==> src/rtl/dcache_wb.sv <==
// Direct-mapped, write-back, write-allocate L1 data cache with a 128-bit line refill port.
// Define DCACHE_STATS_EN to add saturating HIT_COUNT / MISS_COUNT outputs.
module dcache_wb (
   input  logic         CLK,
   input  logic         RESET,
   input  logic [3:0]   memRead,
   input  logic [2:0]   memWrite,
   input  logic [31:0]  ADDRESS,
   input  logic [31:0]  WRITE_DATA,
   output logic [31:0]  READ_DATA,
   output logic         BUSY_WAIT,
   output logic         MAIN_MEM_READ,
   output logic         MAIN_MEM_WRITE,
   output logic [27:0]  MAIN_MEM_ADDRESS,
   output logic [127:0] MAIN_MEM_WRITE_DATA,
   input  logic [127:0] MAIN_MEM_READ_DATA,
   input  logic         MAIN_MEM_BUSY_WAIT
`ifdef DCACHE_STATS_EN
   ,
   output logic [31:0]  HIT_COUNT,
   output logic [31:0]  MISS_COUNT
`endif
);
   localparam int unsigned LINES      = 8;
   localparam int unsigned BLOCK_BITS = 128;
   localparam int unsigned IDX_W      = 3;
   localparam int unsigned TAG_W      = 25;
   localparam int unsigned BYTES      = BLOCK_BITS / 8;

   typedef enum logic [1:0] {IDLE, WRITEBACK, MEM_READ, UPDATE} state_t;

   state_t                state_q, state_d;
   logic                  first_q, first_d;
   logic [BLOCK_BITS-1:0] fill_q, fill_d;
   logic [BLOCK_BITS-1:0] data_q [LINES];
   logic [TAG_W-1:0]      tag_q  [LINES];
   logic [LINES-1:0]      valid_q, dirty_q;

   logic [IDX_W-1:0]      idx;
   logic [TAG_W-1:0]      tag_in;
   logic [3:0]            off;
   logic [BLOCK_BITS-1:0] line, merged, wr_data;
   logic [BYTES-1:0]      wr_mask;
   logic                  hit, req, load_req, store_req, store_fire;
   logic [7:0]            rd_byte;
   logic [15:0]           rd_half;
   logic [31:0]           rd_word;

   assign idx       = ADDRESS[6:4];
   assign tag_in    = ADDRESS[31:7];
   assign off       = ADDRESS[3:0];
   assign line      = data_q[idx];
   assign hit       = valid_q[idx] && (tag_q[idx] == tag_in);
   assign store_req = memWrite[2];
   assign load_req  = memRead[3] && !memWrite[2];
   assign req       = memRead[3] || memWrite[2];
   assign rd_byte   = line[{off, 3'b000} +: 8];
   assign rd_half   = line[{off[3:1], 4'b0000} +: 16];
   assign rd_word   = line[{off[3:2], 5'b00000} +: 32];

   // Load extraction; only a load hit in IDLE drives non-zero data
   always_comb begin
      READ_DATA = '0;
      if (!RESET && state_q == IDLE && load_req && hit) begin
         case (memRead[2:0])
            3'b000:  READ_DATA = {{24{rd_byte[7]}}, rd_byte};
            3'b001:  READ_DATA = {{16{rd_half[15]}}, rd_half};
            3'b010:  READ_DATA = rd_word;
            3'b100:  READ_DATA = {24'h0, rd_byte};
            3'b101:  READ_DATA = {16'h0, rd_half};
            default: READ_DATA = '0;
         endcase
      end
   end

   // Store byte enables and replicated data, merged into the indexed line
   always_comb begin
      wr_mask = '0;
      wr_data = '0;
      case (memWrite[1:0])
         2'b00: begin
            wr_mask = BYTES'(16'h0001 << off);
            wr_data = {16{WRITE_DATA[7:0]}};
         end
         2'b01: begin
            wr_mask = BYTES'(16'h0003 << {off[3:1], 1'b0});
            wr_data = {8{WRITE_DATA[15:0]}};
         end
         2'b10: begin
            wr_mask = BYTES'(16'h000F << {off[3:2], 2'b00});
            wr_data = {4{WRITE_DATA}};
         end
         default: begin
            wr_mask = '0;
            wr_data = '0;
         end
      endcase
      for (int b = 0; b < BYTES; b++)
         merged[b*8 +: 8] = wr_mask[b] ? wr_data[b*8 +: 8] : line[b*8 +: 8];
   end

   assign store_fire = !RESET && state_q == IDLE && store_req && hit && (|wr_mask);

   // Miss handling FSM: next state and main-memory handshake
   always_comb begin
      state_d             = state_q;
      first_d             = 1'b0;
      fill_d              = fill_q;
      BUSY_WAIT           = 1'b0;
      MAIN_MEM_READ       = 1'b0;
      MAIN_MEM_WRITE      = 1'b0;
      MAIN_MEM_ADDRESS    = '0;
      MAIN_MEM_WRITE_DATA = '0;
      case (state_q)
         IDLE: begin
            if (req && !hit) begin
               BUSY_WAIT = 1'b1;
               state_d   = (valid_q[idx] && dirty_q[idx]) ? WRITEBACK : MEM_READ;
               first_d   = 1'b1;
            end
         end
         WRITEBACK: begin
            BUSY_WAIT           = 1'b1;
            MAIN_MEM_WRITE      = 1'b1;
            MAIN_MEM_ADDRESS    = {tag_q[idx], idx};
            MAIN_MEM_WRITE_DATA = line;
            if (!first_q && !MAIN_MEM_BUSY_WAIT) begin
               state_d = MEM_READ;
               first_d = 1'b1;
            end
         end
         MEM_READ: begin
            BUSY_WAIT        = 1'b1;
            MAIN_MEM_READ    = 1'b1;
            MAIN_MEM_ADDRESS = ADDRESS[31:4];
            if (!first_q && !MAIN_MEM_BUSY_WAIT) begin
               fill_d  = MAIN_MEM_READ_DATA;
               state_d = UPDATE;
            end
         end
         UPDATE: begin
            BUSY_WAIT = 1'b1;
            state_d   = IDLE;
         end
         default: state_d = IDLE;
      endcase
      if (RESET) begin
         BUSY_WAIT           = 1'b0;
         MAIN_MEM_READ       = 1'b0;
         MAIN_MEM_WRITE      = 1'b0;
         MAIN_MEM_ADDRESS    = '0;
         MAIN_MEM_WRITE_DATA = '0;
      end
   end

   always_ff @(posedge CLK) begin
      if (RESET) begin
         state_q <= IDLE;
         first_q <= 1'b0;
         fill_q  <= '0;
         valid_q <= '0;
         dirty_q <= '0;
      end else begin
         state_q <= state_d;
         first_q <= first_d;
         fill_q  <= fill_d;
         if (state_q == UPDATE) begin
            valid_q[idx] <= 1'b1;
            dirty_q[idx] <= 1'b0;
         end else if (store_fire) begin
            dirty_q[idx] <= 1'b1;
         end
      end
   end

   // Line data and tags carry no reset; valid bits qualify them
   always_ff @(posedge CLK) begin
      if (!RESET && state_q == UPDATE) begin
         data_q[idx] <= fill_q;
         tag_q[idx]  <= tag_in;
      end else if (store_fire) begin
         data_q[idx] <= merged;
      end
   end

`ifdef DCACHE_STATS_EN
   logic [31:0] hit_cnt_q, miss_cnt_q;
   logic        after_fill_q;

   // The hit that ends a miss is the same access, so it is not counted again
   always_ff @(posedge CLK) begin
      if (RESET) begin
         hit_cnt_q    <= '0;
         miss_cnt_q   <= '0;
         after_fill_q <= 1'b0;
      end else begin
         after_fill_q <= (state_q == UPDATE);
         if (state_q == IDLE && req && hit && !after_fill_q && hit_cnt_q != 32'hFFFF_FFFF)
            hit_cnt_q <= hit_cnt_q + 32'd1;
         if (state_q == IDLE && state_d != IDLE && miss_cnt_q != 32'hFFFF_FFFF)
            miss_cnt_q <= miss_cnt_q + 32'd1;
      end
   end

   assign HIT_COUNT  = hit_cnt_q;
   assign MISS_COUNT = miss_cnt_q;
`endif
endmodule

==> config.mk <==
export PLATFORM = sky130hd
export DESIGN_NAME = dcache_wb
export DESIGN_NICKNAME = d
export VERILOG_FILES = /design/src/rtl/dcache_wb.sv
export SDC_FILE = /design/constraint.sdc
export NUM_CORES = 2
export LEC_CHECK = 0
export BUFFER_PORTS_ARGS = -buffer_cell sky130_fd_sc_hd__buf_2
export CORE_ASPECT_RATIO = 1.1
export CORE_MARGIN = 1
export CORE_UTILIZATION = 40
export CTS_BUF_LIST = sky130_fd_sc_hd__clkbuf_8
export DETAILED_ROUTE_END_ITERATION = 10
export PLACE_DENSITY = 0.58
export SYNTH_ARGS = -nofsm -noshare
export SYNTH_HDL_FRONTEND = slang
export SYNTH_SLANG_ARGS = --single-unit
==> constraint.sdc <==
create_clock -name CLK -period 25.6 [get_ports CLK]
set_input_delay 2.56 -clock CLK [delete_from_list [all_inputs] [get_ports CLK]]
set_output_delay 2.56 -clock CLK [all_outputs]
set_load 0.02 [all_outputs]
[Word level (Yosys, flattened, before mapping)]
Memories as Yosys holds them, arrays and structs flattened.
Index checks and enable logic that the tools add are counted.
W data, S select, Z words.
Operators by class
  magnitude comparators: 2
  reductions and logical operators: 27
  multiplexer cells: 52
  bitwise gates (word level): 5
  shift-type cells: 6
  equal/unequal tests: 13
Operator list (number)
  $mux W128: 3
  $pmux W128 S3: 1
  $pmux W32 S5: 1
  $mux W8: 18
  $shiftx A128 B8 Y16: 1
  $shiftx A128 B8 Y32: 1
  $shiftx A128 B8 Y8: 1
  $pmux W28 S2: 1
  $pmux W16 S3: 1
  $mux W32: 1
  $mux W28: 1
  $eq A25 B25 Y1: 1
  $or A8 B8 Y8: 2
  $reduce_or A16 Y1: 1
  $shl A1 B4 Y16 const A: 1
  $shl A2 B4 Y16 const A: 1
  $shl A4 B4 Y16 const A: 1
  $mux W1: 15
  $logic_and A1 B1 Y1: 13
  $and A8 B8 Y8: 1
  $mux W2: 4
  $not A8 Y8: 1
  $pmux W2 S4: 1
  $bmux W1 S3: 2
  other kinds (20): 31
Storage, ports and cells
  RAM bits: 1224
  input port bits: 202
  register bits: 147
  memories: 2
Memories
  data_q: words 8, width 128, rd ports 1, clocked after Yosys merged registers in 0, write ports 1, line 35  | logic [BLOCK_BITS-1:0] data_q [LINES];
  tag_q: words 8, width 25, rd ports 1, clocked after Yosys merged registers in 0, write ports 1, line 36  | logic [TAG_W-1:0] tag_q [LINES];

[Depth between registers and ports, before layout]
  depth in word-level cells: 9
  mapped depth: 16
  mapped depth without buffers: 8

[Worst setup path before layout]
No wires, ideal clock.
  path kind: input to register
  start point: input ADDRESS[5]
  end point: memory data_q[0][0] (enable)
  slack: 13839 ps
  data arrival time: 11104 ps
  data required time: 24942 ps
  buffers on the path: 3
  stages: 11
  setup time: 658 ps
  cell sequence: buf_4 > and2_1 > buf_2 > a22o_1 > o21a_1 > or4b_1 > nor4_1 > nand4_1 > or2_2 > clkbuf_1 > a21oi_1
Between the ends
  cells in the longest elaborated chain, start to end: 9
  elaborated cells between the ends (all ways): 11
  classes of those cells: 1 x eq/ne; 5 x mux; 1 x bitwise; 3 x reduce/logical; 1 x memory
Ends and longest elaborated chain
  from (decl): line 8  | input logic [31:0] ADDRESS,
  $mem_v2 Z8 W25 / $bmux W1 S3 (equally long branches)
  $eq A25 B25 Y1 / $mux W1 (equally long branches): line 53  | assign hit = valid_q[idx] && (tag_q[idx] == tag_in);
  $logic_and A1 B1 Y1: line 53
  $logic_and A1 B1 Y1 (2 in a row): line 102  | assign store_fire = !RESET && state_q == IDLE && store_req && hit && (|wr_mask);
  $mux W1: line 181  | end else if (store_fire) begin
  $mux W1: line 178  | if (!RESET && state_q == UPDATE) begin
  $mux W1 (not written as such): line 182  | data_q[idx] <= merged;
  $or A1 B1 Y1 (no source line)
  to (decl): line 35
Several ways; a longest one is shown, not always the timed one. The select of a mux whose other input is x is not followed.

[Final worst setup path]
  start point: input ADDRESS[6]
  end point: output READ_DATA[10]
Between the ends
  cells in the longest elaborated chain, start to end: 5
  elaborated cells between the ends (all ways): 12
  classes of those cells: 1 x eq/ne; 3 x shift; 4 x mux; 2 x reduce/logical; 2 x memory
Ends and longest elaborated chain
  branches (longest 4 deep; another with $mem_v2 Z8 W128)
  $mux W32 *: line 64  | if (!RESET && state_q == IDLE && load_req && hit) begin
  to (decl): line 10  | output logic [31:0] READ_DATA,
Every way passes the cells marked *. The select of a mux whose other input is x is not followed.

==> impl_metrics.toml <==
[sta]
slew_headroom = 0.0351
worst-slew-pin-transition_ps = 1450
fmax_mhz = 96.5
grt_setup_unrepaired = "false"
hold_viol_final = 0
whs_ps = 450
period_minus_slack_ps = 10360
fin_crit_sh = 0.405
skew_ps = 81.0
setup_viol = 0
setup_tns_ps = 0
finalMaxSlewViolations = 0

[clock_network]
post-cts-setup-buffers = 0
clk_pin_slew_ps = 50
cts_sinks = 1371
cts_hold_buf = 0
cts_made_buffers = 222
clock-root-buffer = "clkbuf_8"
ctsLongestPathBuffers = 3
clkLatencyLatePin_ps = 1000
cts_resized = 0
cts_tree = "yes"
htree_levels = 4

[power_and_ir_drop]
power_mw = 5.13
powerDensity_nw_per_um2 = 76.1
switching_share = 0.286
internal_power_mw = 3.67
combPwrFrac = 0.137
seqPwrFrac = 0.499
clkPwrFrac = 0.364
p_leak_nw = 23.9
switchingPower_mw = 1.47
irDropWorstVdd_mv = 0.0467

[run_status]
status = "completed"

[final_layout]
fill_cells = 13180
layout_common_cells = "edfxtp_1, nand2_1, buf_2"
drive_gt1_frac = 0.243
syn_to_final_growth_pct = 14.9
finalNetCount = 4788
final_common_cell = "edfxtp_1"

[worst_setup_path]
cp.arrival_ps = 7800
start_kind = "primary input"
critPathKind = "primary input to primary output"
required_ps = 23040
cp_max_fo = 43
worstSetupEndpointType = "primary output"

[floorplanning]
floorplan.initialDensity = 0.402
die_y_um = 404
die_area_sq_um = 148000
core-area_sq_um = 146000
rows = 147
num_io_pins = 393
die_w_um = 367

[routing]
vias = 41907
postRouteWirelength_um = 224000
drt_iter0_drc = 6072
wl_per_cell_um = 33.4
drc = 0
vias_per_cell = 6.24
ant_nets = 0
firstDrtPassIters = 6

[synth]
yosysWarnings = 0
synth_seq_area_share = 0.676
synth_cell_types = 79
synth_top_flop_cell = "edfxtp_1"
syn_area_sq_um = 58700
ys_ff_latch = 1371
synth-edff-count = 1224
async_flop_share = 0
synth_area_per_cell_sq_um = 14.2
syn_inst = 4121
synth_fp_nets = 4328

[placed_design]
gp_routability_congestion = 0.930
port_buffers = 392
hpwl_um = 143000

[grt]
grt_pass1_wl_um = 309000
grt_max_degree = 127
antenna_found_initial = 34
grt_pass1_vias = 39166
grtUsageTotal = 0.297
grt_overflow = 0

[min_path]
hold_path.class = "flop to flop"

[run]
drv_cap = 0
==> cell usage after synthesis, types with 22 or more instances <==
master,number,area [sq um]
a22o_1,61,534
o22ai_1,39,244
a22oi_1,113,848
nor2_1,282,1060
clkbuf_1,182,683
mux2_1,123,1390
mux4_2,86,1940
a221o_1,41,410
nand2_1,432,1620
edfxtp_1,1224,36800
mux2_2,157,1770
mux2i_1,147,1470
a221oi_1,115,1010
buf_2,64,320
and2_1,37,231
nand3_1,22,110
a21oi_1,275,1380
o21ai_0,121,606
nor3_1,40,200
dfxtp_1,147,2940
==> power groups by stage <==
stage | logic [mW] | registers, mW | clock network [mW]
after CTS | 0.685 | 2.56 | 1.88
after global routing | 0.730 | 2.56 | 1.97
after detailed placement | 0.682 | 2.61 | 0
final | 0.702 | 2.56 | 1.87
after floorplan | 0.382 | 2.58 | 0
after global placement | 0.676 | 2.61 | 0
==> worst paths after layout <==
| path | from | endpoint | slack, ps | depth (start not counted) |
|---|---|---|---|---|
| worst max-delay path | ADDRESS[6] | READ_DATA[10] | 15240 | 14 |
| worst min-delay path | valid_q[2] | valid_q[2] | 450 | 1 |
| worst max register to register | tag_q[6][20] | data_q[6][45] | 19710 | 12 |
| worst min register to register | valid_q[2] | valid_q[2] | 450 | 1 |
==> routing by layer <==
metal  track usage  up-vias  routed length, um
met5             0        -                135
met4         0.121       18               9390
met3        0.0854      480              29100
met2         0.431     3012              96400
met1         0.416    21335              89300
li1              -    17062                  -
==> layout make-up <==
class,count,area [sq um],area share
flip-flops and latches,1371,39700,0.588
diodes,5,12.5,0.000185
clock inverters,166,892,0.0132
clock buffers,254,3500,0.0518
multi-input cells,2423,17700,0.263
repair buffers,537,3120,0.0463
well taps,1937,2420,0.0359
inverters,26,98.8,0.00147
==> per-stage QoR <==
stage                util  area (sq um)  setup WS (ps)  instances
finish              0.463         67500          15240       6719
global route        0.463         67500          15180       6715
CTS                 0.462         67500          15520       6714
detailed placement  0.432         63100          15540       6294
global placement    0.432         63100          15530       6294
floorplan               -         58700          13840       4121
==> critical path, cell delays in order <==
cell and delay (ps):
buf_8 280, buf_4 660, nor2b_4 320, buf_4 310
buf_4 600, a22oi_1 240, nand3_1 180, nand4b_1 100
or4_1 560, nor4_2 340, nand4_1 160, buf_4 300
a31oi_1 740, buf_2 300
==> state kept, by name (all words and copies together) (netlist names), named ones only <==
signal and flops:
data_q 1024, fill_q 128, first_q 1, state_q 2, tag_q 200, valid_q 8
==> logic make-up (layout without fill, tap and decap cells) <==
logic type	count (synthesis)	after routing	share of synthesized area
AOI/OAI and AO/OA	958	958	0.114
xor gates and xnor gates	8	8	0.00119
adders and majority gates	5	5	0.00107
buffers and inverters	327	983	0.0258
DFF	1371	1371	0.676
muxes	513	513	0.112
other	0	5	0
and+or+nand+nor	939	939	0.0700
(Power assumes the default switching activity.)
